$ cat src/rtl/datapath_ctrl.sv
// datapath_ctrl: instruction sequencer driving the bus mux select, register writes and ALU handshake.
// Optional ALU_WAIT watchdog enabled by defining DATAPATH_CTRL_TIMEOUT_EN.
module datapath_ctrl #(
  parameter int TIMEOUT = 15
) (
  input  logic       clk,
  input  logic       rst,
  input  logic [7:0] instr,
  input  logic       instr_valid,
  output logic       instr_ready,
  input  logic       alu_done,
  output logic [4:0] sel,
  output logic [7:0] reg_we,
  output logic       alu_lda,
  output logic       alu_ldb,
  output logic       alu_start,
  output logic       out_strobe,
  output logic       busy,
  output logic       err
);
  typedef enum logic [2:0] {IDLE, MOV, LDI, ALU_A, ALU_B, ALU_WAIT, WB, OUT} state_t;
  state_t state, nxt;
  logic [5:0] ir;
  logic [2:0] rd, rs;
  logic expire;
  if (TIMEOUT < 1 || TIMEOUT > 255) begin : g_bad_timeout
    $error("datapath_ctrl: TIMEOUT must be in 1..255");
  end
  // Register fields come straight from the input on the transfer edge, from the latch afterwards.
  assign rd = state == IDLE ? instr[5:3] : ir[5:3];
  assign rs = state == IDLE ? instr[2:0] : ir[2:0];
`ifdef DATAPATH_CTRL_TIMEOUT_EN
  logic [7:0] cnt;
  assign expire = state == ALU_WAIT && !alu_done && cnt + 8'd1 == 8'(TIMEOUT);
  always_ff @(posedge clk) begin
    cnt <= rst || state != ALU_WAIT ? 8'd0 : cnt + 8'd1;
    err <= !rst && expire;
  end
`else
  assign expire = 1'b0;
  assign err = 1'b0;
`endif
  always_comb begin
    nxt = IDLE;
    case (state)
      IDLE:     nxt = !instr_valid ? IDLE : instr[7:6] == 2'b00 ? MOV : instr[7:6] == 2'b01 ? LDI :
                      instr[7:6] == 2'b10 ? ALU_A : OUT;
      ALU_A:    nxt = ALU_B;
      ALU_B:    nxt = ALU_WAIT;
      ALU_WAIT: nxt = alu_done ? WB : expire ? IDLE : ALU_WAIT;
      default:  nxt = IDLE;
    endcase
  end
  // Outputs are decoded from the state being entered so they line up with it as registered Moore outputs.
  always_ff @(posedge clk) begin
    if (rst) begin
      state       <= IDLE;
      ir          <= '0;
      sel         <= '0;
      reg_we      <= '0;
      alu_lda     <= 1'b0;
      alu_ldb     <= 1'b0;
      alu_start   <= 1'b0;
      out_strobe  <= 1'b0;
      busy        <= 1'b0;
      instr_ready <= 1'b1;
    end else begin
      state       <= nxt;
      ir          <= state == IDLE && instr_valid ? instr[5:0] : ir;
      sel         <= nxt inside {MOV, ALU_B, OUT} ? {rs, 2'b00} : nxt == ALU_A ? {rd, 2'b00} :
                     nxt == LDI ? 5'b00010 : nxt inside {ALU_WAIT, WB} ? 5'b00001 : 5'b00000;
      reg_we      <= nxt inside {MOV, LDI, WB} ? 8'd1 << rd : 8'd0;
      alu_lda     <= nxt == ALU_A;
      alu_ldb     <= nxt == ALU_B;
      alu_start   <= nxt == ALU_B;
      out_strobe  <= nxt == OUT;
      busy        <= nxt != IDLE;
      instr_ready <= nxt == IDLE;
    end
  end
endmodule

$ cat config.mk
export PLATFORM = sky130hd
export DESIGN_NAME = datapath_ctrl
export DESIGN_NICKNAME = d
export VERILOG_FILES = /design/src/rtl/datapath_ctrl.sv
export SDC_FILE = /design/constraint.sdc
export NUM_CORES = 1
export LEC_CHECK = 0
export ABC_CLOCK_PERIOD_IN_PS = 4400
export BUFFER_PORTS_ARGS = -buffer_cell sky130_fd_sc_hd__buf_2
export CAP_MARGIN = 20
export CORE_MARGIN = 3
export CORE_UTILIZATION = 54
export CTS_CLUSTER_DIAMETER = 120
export DETAILED_ROUTE_END_ITERATION = 10
export GPL_ROUTABILITY_DRIVEN = 1
export GPL_TIMING_DRIVEN = 0
export PLACE_DENSITY = 0.82
export SLEW_MARGIN = 20
export SYNTH_ARGS = -nofsm -noshare
export SYNTH_HDL_FRONTEND = slang
export SYNTH_SLANG_ARGS = --single-unit
$ cat constraint.sdc
create_clock -name clk -period 4.4 [get_ports clk]
set_input_delay 0.44 -clock clk [delete_from_list [all_inputs] [get_ports clk]]
set_output_delay 0.44 -clock clk [all_outputs]
set_load 0.01 [all_outputs]
# == Word level (Yosys, flattened, before mapping) ==
# Index checks and enable logic that the tools add are counted.
# totals
wordCells,48
ff_bits,27
output_inout_bits,20
input_bits,12
# classes
n_eq_ne,12
bitwise_logic,1
reduce_logical,11
mux,12
shift,1
# op_table
op,count
$eq A3 B3 Y1 const B,6
$mux W3,6
$pmux W3 S4,1
$mux W5,2
$eq A3 B2 Y1 const B,3
$reduce_bool A3 Y1,3
$shl A1 B3 Y8 const A,1
$logic_not A3 Y1,2
$mux W2,2
$reduce_or A4 Y1,1
$eq A3 B1 Y1 const B,1
$reduce_or A3 Y1,1
$eq A2 B1 Y1 const B,1
$eq A2 B2 Y1 const B,1
$logic_not A2 Y1,1
$reduce_bool A2 Y1,1
$reduce_or A2 Y1,1
$logic_and A1 B1 Y1,1
$mux W1,1
$not A1 Y1,1

# == Logic depth before layout (Yosys ltp) ==
# Gate-level depths: netlist of the first run.
# logic_depth
ltp_word,12
ltp_mapped,6
ltp_nobuf,4

# == Worst setup path before layout of the first run ==
# Ideal clock, no wire load.
# synth_path
path_type,input port to flip-flop
startpoint,input instr_valid
endpoint,register reg_we[2]
arrival_ns,1.590
setup_slack_ns,2.678
path_buffers,2
stages,6
setup_ns,0.132
required_ns,4.268
cell_sequence,or4b_1 buf_6 o22ai_4 nand2b_1 buf_2 a211oi_1
# synth_via
elab_chain_len,6
word_cells_on_any_way,8
cone_classes,eq/ne: 3; mux: 2; bitwise: 1; reduce/logical: 2
# synth_lines
item,line,rtl
"start, declared",9,"input logic instr_valid,"
$mux W3 (*),46,IDLE: nxt = !instr_valid ? IDLE : instr[7:6] == 2'b00 ? MOV : instr[7:6] == 2'b01 ? LDI :
$pmux W3 S4 (*),45,case (state)
$eq A3 B1 Y1 (tied with other cells),72,"reg_we <= nxt inside {MOV, LDI, WB} ? 8'd1 << rd : 8'd0;"
$reduce_bool A3 Y1 (*),72,
$not A1 Y1 (no source line) (*),--,
$reduce_or A2 Y1 (no source line) (*),--,
"end signal, assigned",72,
"end, declared",13,"output logic [7:0] reg_we,"
# Mark *: on every way between the ends. The rest lies on a longest branch, timed or not.
# A chain may end at the register's enable or synchronous reset.

# == Worst setup path after layout of the first run ==
# layout_path
startpoint,register state[2]
endpoint,register reg_we[7]
# layout_via
elab_chain_len,6
word_cells_on_any_way,13
cone_classes,eq/ne: 6; shift: 1; mux: 2; bitwise: 1; reduce/logical: 3
# layout_lines
item,line,rtl
"start, declared",22,"state_t state, nxt;"
"start signal, assigned",68,state <= nxt;
$eq A3 B3 Y1 (tied with other cells),45,
$pmux W3 S4,45,
$eq A3 B1 Y1 (tied with other cells),72,
$reduce_bool A3 Y1,72,
$not A1 Y1 (no source line),--,
$reduce_or A2 Y1 (no source line),--,
# Parallel ways exist; a longest one is shown, timed or not.

==> flow_summary_export.csv, run 1 <==
group,metric,value,unit
detailed_routing,finalWirelength,2.432,mm
status,outcome,"finished, final reports clean",
hold_path,min_path_cells,3,
grt,grt_max_degree,15,
clock_network,clk_pin_slew_worst_paths,0.14,ns
die,die_h,52.97,µm
pwr,power_leakage,0.6226,nW
synthesis,yosysTopAreaCellShare,0.4538,
finish,multi_input_area,603.1,µm²
synthesis,avgSynthCellArea,10.36,µm²
sta,slew_viol_final,0,
synthesis,synthCells,115,
placed_design,dp_slack,2.444,ns
sta,fmax,530.3,MHz
finish,fill_cells,154,
synthesis,synth_common_cells,"dfxtp_1 (27), mux2i_1 (12), nor2_1 (11)",
critical_path,path_buf_inv,2,
run,cap_viol_max_count,0,
clock_network,cts_buffers,3,
clock_network,h-tree-depth,1,
clock_network,cts_buffer_depth,2,
sta,hold_viol,0,
sta,fin_ws,2.514,ns
clock_network,clock_sinks,27,
synthesis,synth.area.top_cells,"dfxtp_1 (45%), mux2i_1 (10%), a211oi_1 (5.0%), mux2_2 (3.8%), nor2_1 (3.5%)",
placed_design,gp_congestion,0.7520,
synthesis,yosysTopAreaCell,"dfxtp_1",
detailed_routing,first_iter_violations,22,
detailed_routing,vias,944,
sta,hold_slack,0.3651,ns
pwr,powerDensity,352.9,nW/µm²
grt,grt_pass1_wl,3.891,mm
grt,gr-total-overflow,0,
sta,tns,0,ns
critical_path,crit_family,"simple AND/OR/NAND/NOR gates",
critical_path,endpoint_kind,"flop",
detailed_routing,first_pass_iters,4,
critical_path,crit_arrival,2.10,ns
detailed_routing,drcViolationCount,0,
die,num_rows,16,
synthesis,ys_async_sr_fraction,0,
clock_network,post_cts_resized,0,
synthesis,ys_types,37,
clock_network,postCtsSetupRepairBufs,0,
sta,rsz0062_at_grt,"false",
critical_path,crit_slowest_cell,"or4b_1",
critical_path,r2r_cells,6,
hold_path,worstHoldStart,"instr[6]",
synthesis,ys_ff_latch,27,
placed_design,place.detailed.hpwl,1.842,mm
die,start_util,0.5891,
finish,drive_gt1_frac,0.3243,
synthesis,yosysMostFrequentCell,"dfxtp_1",
sta,setup_violations,0,
critical_path,max_stage_delay,0.56,ns
die,pin_count,32,
synthesis,synth_edf_count,0,
critical_path,path_class,"flop to flop",
critical_path,critPathLaunchType,"flop",
die,die_w,52.97,µm
synthesis,yosysSeqAreaShare,0.4538,
grt,grt_pass1_vias,908,
grt,antenna_found_initial,0,
hold_path,min_to,"out_strobe",
clock_network,cts_tree,"yes",
critical_path,rrSetupSlack,2.51,ns
finish,seqCellArea,540.5,µm²
clock_network,cts-root-buf,"clkbuf_4",
finish,fin_cells,175,
clock_network,insertion_delay,0.32,ns
critical_path,critical_path.cell_chain,"or4b_1 > buf_6 > o22ai_4 > nand2b_1 > buf_2 > a211oi_1",
finish,final_nets,161,
sta,skew,0.01432,ns
synthesis,syn_area,1191,µm²
detailed_routing,vias_per_cell,5.394,
synthesis,syn_nets,127,
synthesis,synth_ff_type,"dfxtp_1",
synthesis,yosys_warnings,0,
clock_network,cts_hold_buf,0,
placed_design,io_buffers,29,
critical_path,r2r_end,"reg_we[7]",
critical_path,r2r_start,"state[2]",
die,die_area,2805,µm²
detailed_routing,ant_nets,0,
finish,diodes,0,
grt,grt_usage,0.1890,
critical_path,critical_path_required,4.61,ns
die,core_area,2022,µm²
critical_path,cp_max_fo,10,
detailed_routing,avgRoutedWirePerCell,13.90,µm
sta,period_minus_slack,1.886,ns
hold_path,hp-class,"input pin to flop",
pwr,vdd_ir_drop_max,230.8,µV
placed_design,dpl.cell_count,171,
finish,syn2layout_area_growth,17.23,%
sta,finalCritPeriodShare,0.4286,
-- layer usage --
metal / vias up / global-route usage / wire (µm)
met3: 4 / 0.02817 / 116
li1: 482 / - / -
met1: 430 / 0.2201 / 1104
met5: - / 0 / 0
met4: 0 / 0.08085 / 25
met2: 28 / 0.3388 / 1186
-- sequential cells by signal (all words and copies together) (netlist names) --
signal       cells
ir               6
alu_start        1
busy             1
instr_ready      1
sel              5
reg_we           8
alu_lda          1
out_strobe       1
state            3
-- cell type report --
class	instances	share of cell area
sequential	27	0.3871
inverter	1	0.002688
tap	27	0.02419
buffer	7	0.03136
clock buffer	4	0.01882
timing repair buffer	29	0.1039
multi-input combinational	80	0.4319
-- cells in the final DEF, fill, tap and decap left out, types with 2 or more instances in the layout --
cell type  instances
a211oi_1           8
a21o_1             3
buf_2             31
buf_4              2
clkbuf_1           2
clkbuf_4           3
dfxtp_1           27
mux2_2             4
mux2i_1           12
nand2_1            5
nand3_1            2
nand3b_1           5
nor2_1            11
nor2b_1            3
nor3_1             3
o21bai_1           2
o22ai_1            2
o22ai_4            2
or3b_2             2
-- where the power goes --
part           internal [mW]  total, mW  switching [mW]  leakage [nW]
Sequential             0.259      0.268         0.00916         0.220
Clock                 0.0355      0.104          0.0687        0.0150
Combinational         0.0540      0.120          0.0662         0.387
-- how the worst max path moves through the flow --
| stage | startpoint | endpoint | slack, ns | depth (start not counted) |
|---|---|---|---|---|
| finish | state[2] | reg_we[7] | 2.51 | 6 |
| global route | state[2] | reg_we[7] | 2.41 | 6 |
| CTS | state[2] | reg_we[7] | 2.50 | 6 |
| detailed placement | instr_valid | reg_we[2] | 2.44 | 7 |
| global placement | instr_valid | reg_we[6] | 2.47 | 7 |
| floorplan | instr_valid | reg_we[2] | 2.68 | 6 |
-- worst register-to-register path: stages (launching register included) --
cell and delay, ns:
dfxtp_1 0.39, or4b_1 0.56, buf_6 0.18, o22ai_4 0.22, nand2b_1 0.14, buf_2 0.20
a211oi_1 0.10
-- cells by family after synthesis --
group                  share of synthesized area
flip-flops                                0.4538
buffers and inverters                    0.03990
other                                   0.003148
AND/OR/NAND/NOR                           0.2028
multiplexers                              0.1387
AO/OA/AOI/OAI                             0.1618
-- metrics by stage --
| step | utilization | cell area (µm²) | power, mW |
|---|---|---|---|
| floorplan | - | 1191 | 0.3616 |
| global placement | 0.6776 | 1370 | 0.3886 |
| detailed placement | 0.6776 | 1370 | 0.3940 |
| CTS | 0.6906 | 1396 | 0.4963 |
| global route | 0.6906 | 1396 | 0.5184 |
| finish | 0.6906 | 1396 | 0.4927 |
No activity file was read; power rests on OpenSTA's default activity.
==> run 2, diff against run 1 <==
--- a/config.mk
+++ b/config.mk
@@ -5,16 +5,17 @@
 export SDC_FILE = /design/constraint.sdc
 export NUM_CORES = 1
 export LEC_CHECK = 0
-export ABC_CLOCK_PERIOD_IN_PS = 4400
+export ABC_AREA = 1
+export ABC_CLOCK_PERIOD_IN_PS = 1730
 export BUFFER_PORTS_ARGS = -buffer_cell sky130_fd_sc_hd__buf_2
 export CAP_MARGIN = 20
 export CORE_MARGIN = 3
-export CORE_UTILIZATION = 54
+export CORE_UTILIZATION = 45
 export CTS_CLUSTER_DIAMETER = 120
 export DETAILED_ROUTE_END_ITERATION = 10
 export GPL_ROUTABILITY_DRIVEN = 1
 export GPL_TIMING_DRIVEN = 0
-export PLACE_DENSITY = 0.82
+export PLACE_DENSITY = 0.73
 export SLEW_MARGIN = 20
 export SYNTH_ARGS = -nofsm -noshare
 export SYNTH_HDL_FRONTEND = slang
==> constraint.sdc (replaced) <==
create_clock -name clk -period 1.73 [get_ports clk]
set_input_delay 0.173 -clock clk [delete_from_list [all_inputs] [get_ports clk]]
set_output_delay 0.173 -clock clk [all_outputs]
set_load 0.01 [all_outputs]
==> flow_summary_export.csv, run 2 <==
group,metric,value,unit
synthesis,yosysTopAreaCellShare,0.4706,
synthesis,synth.area.top_cells,"dfxtp_1 (47%), nand2_1 (9.5%), nor2_1 (6.5%), inv_1 (3.9%), nor2_4 (3.9%)",
finish,final_cell_mix,"nand2_1 (29), buf_2 (29), dfxtp_1 (27)",
placed_design,dpl.cell_count,196,
critical_path,max_stage_delay,0.45,ns
finish,syn2layout_area_growth,18.30,%
clock_network,cts_buffer_depth,2,
detailed_routing,first_iter_violations,26,
synthesis,synth_compound_area_frac,0.1046,
placed_design,io_buffers,29,
die,die_w,56.52,µm
grt,antenna_found_initial,0,
detailed_routing,avgRoutedWirePerCell,10.85,µm
clock_network,cts_buffers,3,
placed_design,place.detailed.hpwl,1.795,mm
die,die_area,3195,µm²
synthesis,synth_common_cells,"nand2_1 (29), dfxtp_1 (27), nor2_1 (20)",
clock_network,insertion_delay,0.32,ns
critical_path,critPathLaunchType,"flop",
synthesis,synthAdderAreaFrac,0,
die,core_area,2318,µm²
sta,setup_violations,0,
detailed_routing,finalWirelength,2.169,mm
synthesis,ys_async_sr_fraction,0,
finish,reg_top3,"reg_we (8), ir (6), sel (5)",
placed_design,dp_slack,0.3898,ns
synthesis,syn_nets,151,
grt,grt_pass1_wl,3.732,mm
finish,fin_area,1359,µm²
clock_network,postCtsSetupRepairBufs,0,
grt,gr-total-overflow,0,
clock_network,cts_tree,"yes",
pwr,switching_power,412.7,µW
die,num_rows,17,
synthesis,synth_ff_type,"dfxtp_1",
finish,largest_reg_flops,8,
clock_network,clock_sinks,27,
grt,grt_usage,0.1444,
sta,slew_viol_final,0,
synthesis,syn_area,1149,µm²
critical_path,endpoint_kind,"flop",
synthesis,synth_top_family_by_area,"simple AND/OR/NAND/NOR gates",
synthesis,ys_ff_latch,27,
critical_path,crit_slowest_cell,"dfxtp_1",
detailed_routing,vias_per_cell,4.635,
detailed_routing,ant_nets,0,
sta,finalCritPeriodShare,0.7729,
sta,period_minus_slack,1.337,ns
critical_path,critical_path.cell_chain,"inv_2 > nand2_1 > nor2_2 > nand2_1 > nand2_2 > inv_2 > nand2_2 > nand2_2 > nand3_2 > nor2_1",
die,pin_count,32,
clock_network,post_cts_resized,0,
clock_network,cts_hold_buf,0,
finish,top_register,"reg_we",
pwr,clkPwrFrac,0.210,
pwr,pwr-share-seq,0.535,
pwr,powerDensity,948.6,nW/µm²
synthesis,synthSimpleGateAreaFrac,0.3312,
synthesis,ys_types,23,
synthesis,synthXorXnorAreaFrac,0,
synthesis,yosysTopAreaCell,"dfxtp_1",
sta,fmax,747.9,MHz
detailed_routing,first_pass_iters,4,
finish,fin_cells,200,
sta,hold_viol,0,
die,die_h,56.52,µm
clock_network,h-tree-depth,1,
status,outcome,"finished, final reports clean",
critical_path,critical_path_required,2.00,ns
clock_network,cts-root-buf,"clkbuf_4",
finish,fill_cells,214,
pwr,swShare,0.3202,
finish,drive_gt1_frac,0.3779,
critical_path,crit_arrival,1.61,ns
critical_path,path_class,"flop to flop",
finish,final_nets,185,
finish,diodes,0,
grt,grt_pass1_vias,905,
pwr,vdd_ir_drop_max,692.7,µV
clock_network,clk_pin_slew_worst_paths,0.14,ns
sta,fin_ws,0.3929,ns
run,cap_viol_max_count,0,
placed_design,gp_congestion,0.7681,
grt,grt_max_degree,17,
sta,rsz0062_at_grt,"false",
synthesis,yosysSeqAreaShare,0.4706,
sta,skew,0.004491,ns
placed_design,placement.cell_area,1329,µm²
synthesis,yosysMostFrequentCell,"nand2_1",
synthesis,avgSynthCellArea,8.263,µm²
sta,tns,0,ns
synthesis,yosys_warnings,0,
critical_path,cp_max_fo,5,
detailed_routing,drcViolationCount,0,
die,start_util,0.4954,
pwr,p_comb_frac,0.255,
hold_path,hp-class,"input pin to flop",
critical_path,crit_top_cell,"nand2_2",
synthesis,synthCells,139,
pwr,power_leakage,0.6715,nW
synthesis,muxShareOfSynthArea,0,
detailed_routing,vias,927,
synthesis,synth_edf_count,0,
pwr,p_int,876.2,µW
run 2: logic make-up (layout without fill, tap and decap cells):
logic type,after synthesis,after routing
flip-flops,27,27
AND/OR/NAND/NOR,71,71
buffers and inverters,22,55
AO/OA/AOI/OAI,18,18
other,1,1
run 2: per-stage QoR:
step / hold slack (ns) / power [mW] / util
finish: 0.09515 / 1.289 / 0.5861
global route: 0.09505 / 1.368 / 0.5861
CTS: 0.09475 / 1.299 / 0.5861
detailed placement: 0.4481 / 1.035 / 0.5731
global placement: 0.4401 / 1.024 / 0.5731
floorplan: 0.3202 / 0.9464 / -
run 2: critical path: cells and delay by family (launching register included):
kind | cells | cell delay, ns
AND/OR/NAND/NOR | 8 | 0.69
flip-flops | 1 | 0.45
buffers and inverters | 2 | 0.17
run 2: area by class of cell:
type / count / area (µm²) / share of cell area
multi-input cells: 90 / 504.2 / 0.3711
well taps: 28 / 35.03 / 0.02578
inverters: 18 / 67.56 / 0.04972
clock buffers: 3 / 22.52 / 0.01657
repair buffers: 29 / 145.1 / 0.1068
clock inverters: 1 / 7.507 / 0.005525
flip-flops and latches: 27 / 540.5 / 0.3978
plain buffers: 4 / 36.28 / 0.02670
run 2: power groups by stage:
stage / Sequential (mW) / Combinational, mW / Clock (mW)
2_1_floorplan: 0.717 / 0.230 / 0
3_3_place_gp: 0.702 / 0.322 / 0
3_5_place_dp: 0.703 / 0.332 / 0
4_1_cts: 0.690 / 0.333 / 0.277
5_1_grt: 0.695 / 0.366 / 0.307
6_report: 0.689 / 0.329 / 0.271
run 2: path summary, 6_finish.rpt:
check / startpoint / endpoint / slack [ns] / depth (start not counted)
hold reg to reg: ir[4] / ir[4] / 0.47 / 2
hold / removal: rst / ir[0] / 0.1 / 2
setup / recovery: state[1] / reg_we[3] / 0.39 / 10
setup reg to reg: state[1] / reg_we[3] / 0.39 / 10
run 2: metal layers:
layer | wire, µm | part of all wire | vias to the layer above | track usage
met1 | 960 | 0.44 | 411 | 0.1700
met5 | 0 | 0 | - | 0
li1 | - | - | 489 | -
met3 | 106 | 0.049 | 4 | 0.02989
met4 | 21 | 0.0097 | 0 | 0.05085
met2 | 1081 | 0.50 | 23 | 0.2558
==> run 3, diff against run 2 <==
--- a/config.mk
+++ b/config.mk
@@ -6,7 +6,7 @@
 export NUM_CORES = 1
 export LEC_CHECK = 0
 export ABC_AREA = 1
-export ABC_CLOCK_PERIOD_IN_PS = 1730
+export ABC_CLOCK_PERIOD_IN_PS = 1150
 export BUFFER_PORTS_ARGS = -buffer_cell sky130_fd_sc_hd__buf_2
 export CAP_MARGIN = 20
 export CORE_MARGIN = 3
==> constraint.sdc (replaced) <==
create_clock -name clk -period 1.15 [get_ports clk]
set_input_delay 0.115 -clock clk [delete_from_list [all_inputs] [get_ports clk]]
set_output_delay 0.115 -clock clk [all_outputs]
set_load 0.01 [all_outputs]
==> flow_summary_export.csv, run 3 (synthesized netlist as in run 2, its figures left out) <==
group,metric,value,unit
placed_design,io_buffers,29,
placed_design,place.detailed.hpwl,1.763,mm
finish,reg_top3,"reg_we (8), ir (6), sel (5)",
sta,slew_viol_final,0,
clock_network,cts-root-buf,"clkbuf_4",
die,die_h,56.52,µm
critical_path,critical_path_required,1.42,ns
die,num_rows,17,
grt,grt_max_degree,15,
hold_path,min_to,"ir[1]",
sta,hold_viol,0,
pwr,power_leakage,0.7401,nW
finish,drive_gt1_frac,0.4862,
die,die_w,56.52,µm
grt,grt_pass1_wl,3.877,mm
finish,fin_util,0.6665,
clock_network,clk_pin_slew_worst_paths,0.14,ns
critical_path,crit_slowest_cell,"dfxtp_4",
sta,finalCritPeriodShare,1.134,
sta,fin_ws,-0.1539,ns
die,start_util,0.4954,
finish,multi_input_area,605.6,µm²
finish,diodes,0,
sta,period_minus_slack,1.304,ns
critical_path,r2r_cells,8,
detailed_routing,first_iter_violations,15,
detailed_routing,finalWirelength,2.352,mm
grt,grt_pass1_vias,912,
critical_path,crit_top_cell,"nor2_4",
critical_path,crit_arrival,1.58,ns
grt,grt_usage,0.1516,
critical_path,critPathLaunchType,"flop",
finish,final_cell_mix,"buf_2 (29), nand2_1 (26), dfxtp_1 (24)",
status,outcome,"complete, but fails checks",
hold_path,min_path_cells,3,
sta,hold_slack,0.03770,ns
detailed_routing,first_pass_iters,3,
sta,setup_violations,22,
finish,final_nets,194,
grt,antenna_found_initial,0,
finish,fill_cells,202,
detailed_routing,vias_per_cell,4.679,
critical_path,cp_max_fo,5,
pwr,powerDensity,1373,nW/µm²
die,die_area,3195,µm²
critical_path,r2r_start,"state[0]",
critical_path,critical_path.cell_chain,"nor2_4 > nand2_4 > nor2_4 > nor2_4 > nand3_4 > nand2_4 > nand3_4 > nor2_2",
run,cap_viol_max_count,0,
die,core_area,2318,µm²
critical_path,path_class,"flop to flop",
critical_path,rrSetupSlack,-0.15,ns
critical_path,cp.depth,8,
detailed_routing,drcViolationCount,0,
clock_network,cts_tree,"yes",
finish,final_common_cell,"buf_2",
finish,top_register,"reg_we",
critical_path,endpoint_kind,"flop",
placed_design,gp_congestion,0.7514,
sta,fmax,766.9,MHz
critical_path,max_stage_delay,0.41,ns
status,violations,"setup timing",
clock_network,insertion_delay,0.32,ns
clock_network,clock_sinks,27,
critical_path,crit_family,"simple AND/OR/NAND/NOR gates",
finish,largest_reg_flops,8,
detailed_routing,avgRoutedWirePerCell,11.25,µm
finish,syn2layout_area_growth,34.53,%
sta,skew,0.003085,ns
grt,gr-total-overflow,0,
critical_path,r2r_end,"reg_we[6]",
hold_path,hp-class,"input pin to flop",
pwr,vdd_ir_drop_max,1270,µV
clock_network,cts_buffer_depth,2,
die,pin_count,32,
critical_path,path_buf_inv,0,
hold_path,worstHoldStart,"instr[1]",
sta,rsz0062_at_grt,"true",
finish,seqCellArea,551.8,µm²
detailed_routing,vias,978,
clock_network,h-tree-depth,1,
detailed_routing,ant_nets,0,
clock_network,cts_buffers,3,
run 3: changes by cell type in the layout (fill, tap and decap cells not counted), sizes merged:
cell / change
clkinvlp: -1
buf: +10
run 3: through the flow:
stage | worst slack [ns] | setup TNS, ns | instances | area, µm² | total power, mW
after floorplan | 0.0001189 | 0 | 139 | 1174 | 1.447
after global placement | -0.1253 | -1.593 | 196 | 1354 | 1.565
after detailed placement | -0.1625 | -2.063 | 196 | 1354 | 1.581
after CTS | -0.1452 | -1.805 | 205 | 1458 | 2.040
after global routing | -0.2597 | -4.556 | 209 | 1545 | 2.249
final | -0.1539 | -2.375 | 209 | 1545 | 2.122
run 3: layer usage:
| metal | global-route usage | routed length [µm] | vias up |
|---|---|---|---|
| li1 | - | - | 514 |
| met3 | 0.04598 | 121 | 2 |
| met2 | 0.2624 | 1212 | 19 |
| met4 | 0.03051 | 13 | 0 |
| met5 | 0 | 0 | - |
| met1 | 0.1844 | 1004 | 443 |
run 3: power breakdown:
group,total [mW],internal (mW),switching (mW)
registers,1.04,1.01,0.0322
logic,0.679,0.274,0.405
clock network,0.403,0.136,0.267
run 3: worst max-delay path by stage:
stage	from	endpoint	slack (ns)
finish	state[0]	reg_we[6]	-0.15
global route	state[0]	reg_we[6]	-0.26
CTS	state[1]	reg_we[2]	-0.15
detailed placement	state[2]	sel[3]	-0.16
global placement	state[2]	sel[3]	-0.13
floorplan	state[2]	reg_we[3]	0.0001
run 3: area by class of cell:
type | count | area share
repair buffers | 38 | 0.1401
clock buffers | 4 | 0.01700
plain buffers | 4 | 0.02429
well taps | 28 | 0.02267
flip-flops and latches | 27 | 0.3571
inverters | 18 | 0.04696
multi-input cells | 90 | 0.3919
run 3: repair_timing:
item,4_1_cts,5_1_grt
setup endpoints to repair,20,23
buffers inserted,5,4
resized for setup,13,18
pin swaps,11,14
hold buffers,0,0
run 3: worst reg2reg max path, stage by stage, from the launching register on:
cell and delay, ns:
dfxtp_4 0.41, nor2_4 0.05, nand2_4 0.10, nor2_4 0.05
nor2_4 0.22, nand3_4 0.12, nand2_4 0.10, nand3_4 0.09
nor2_2 0.13
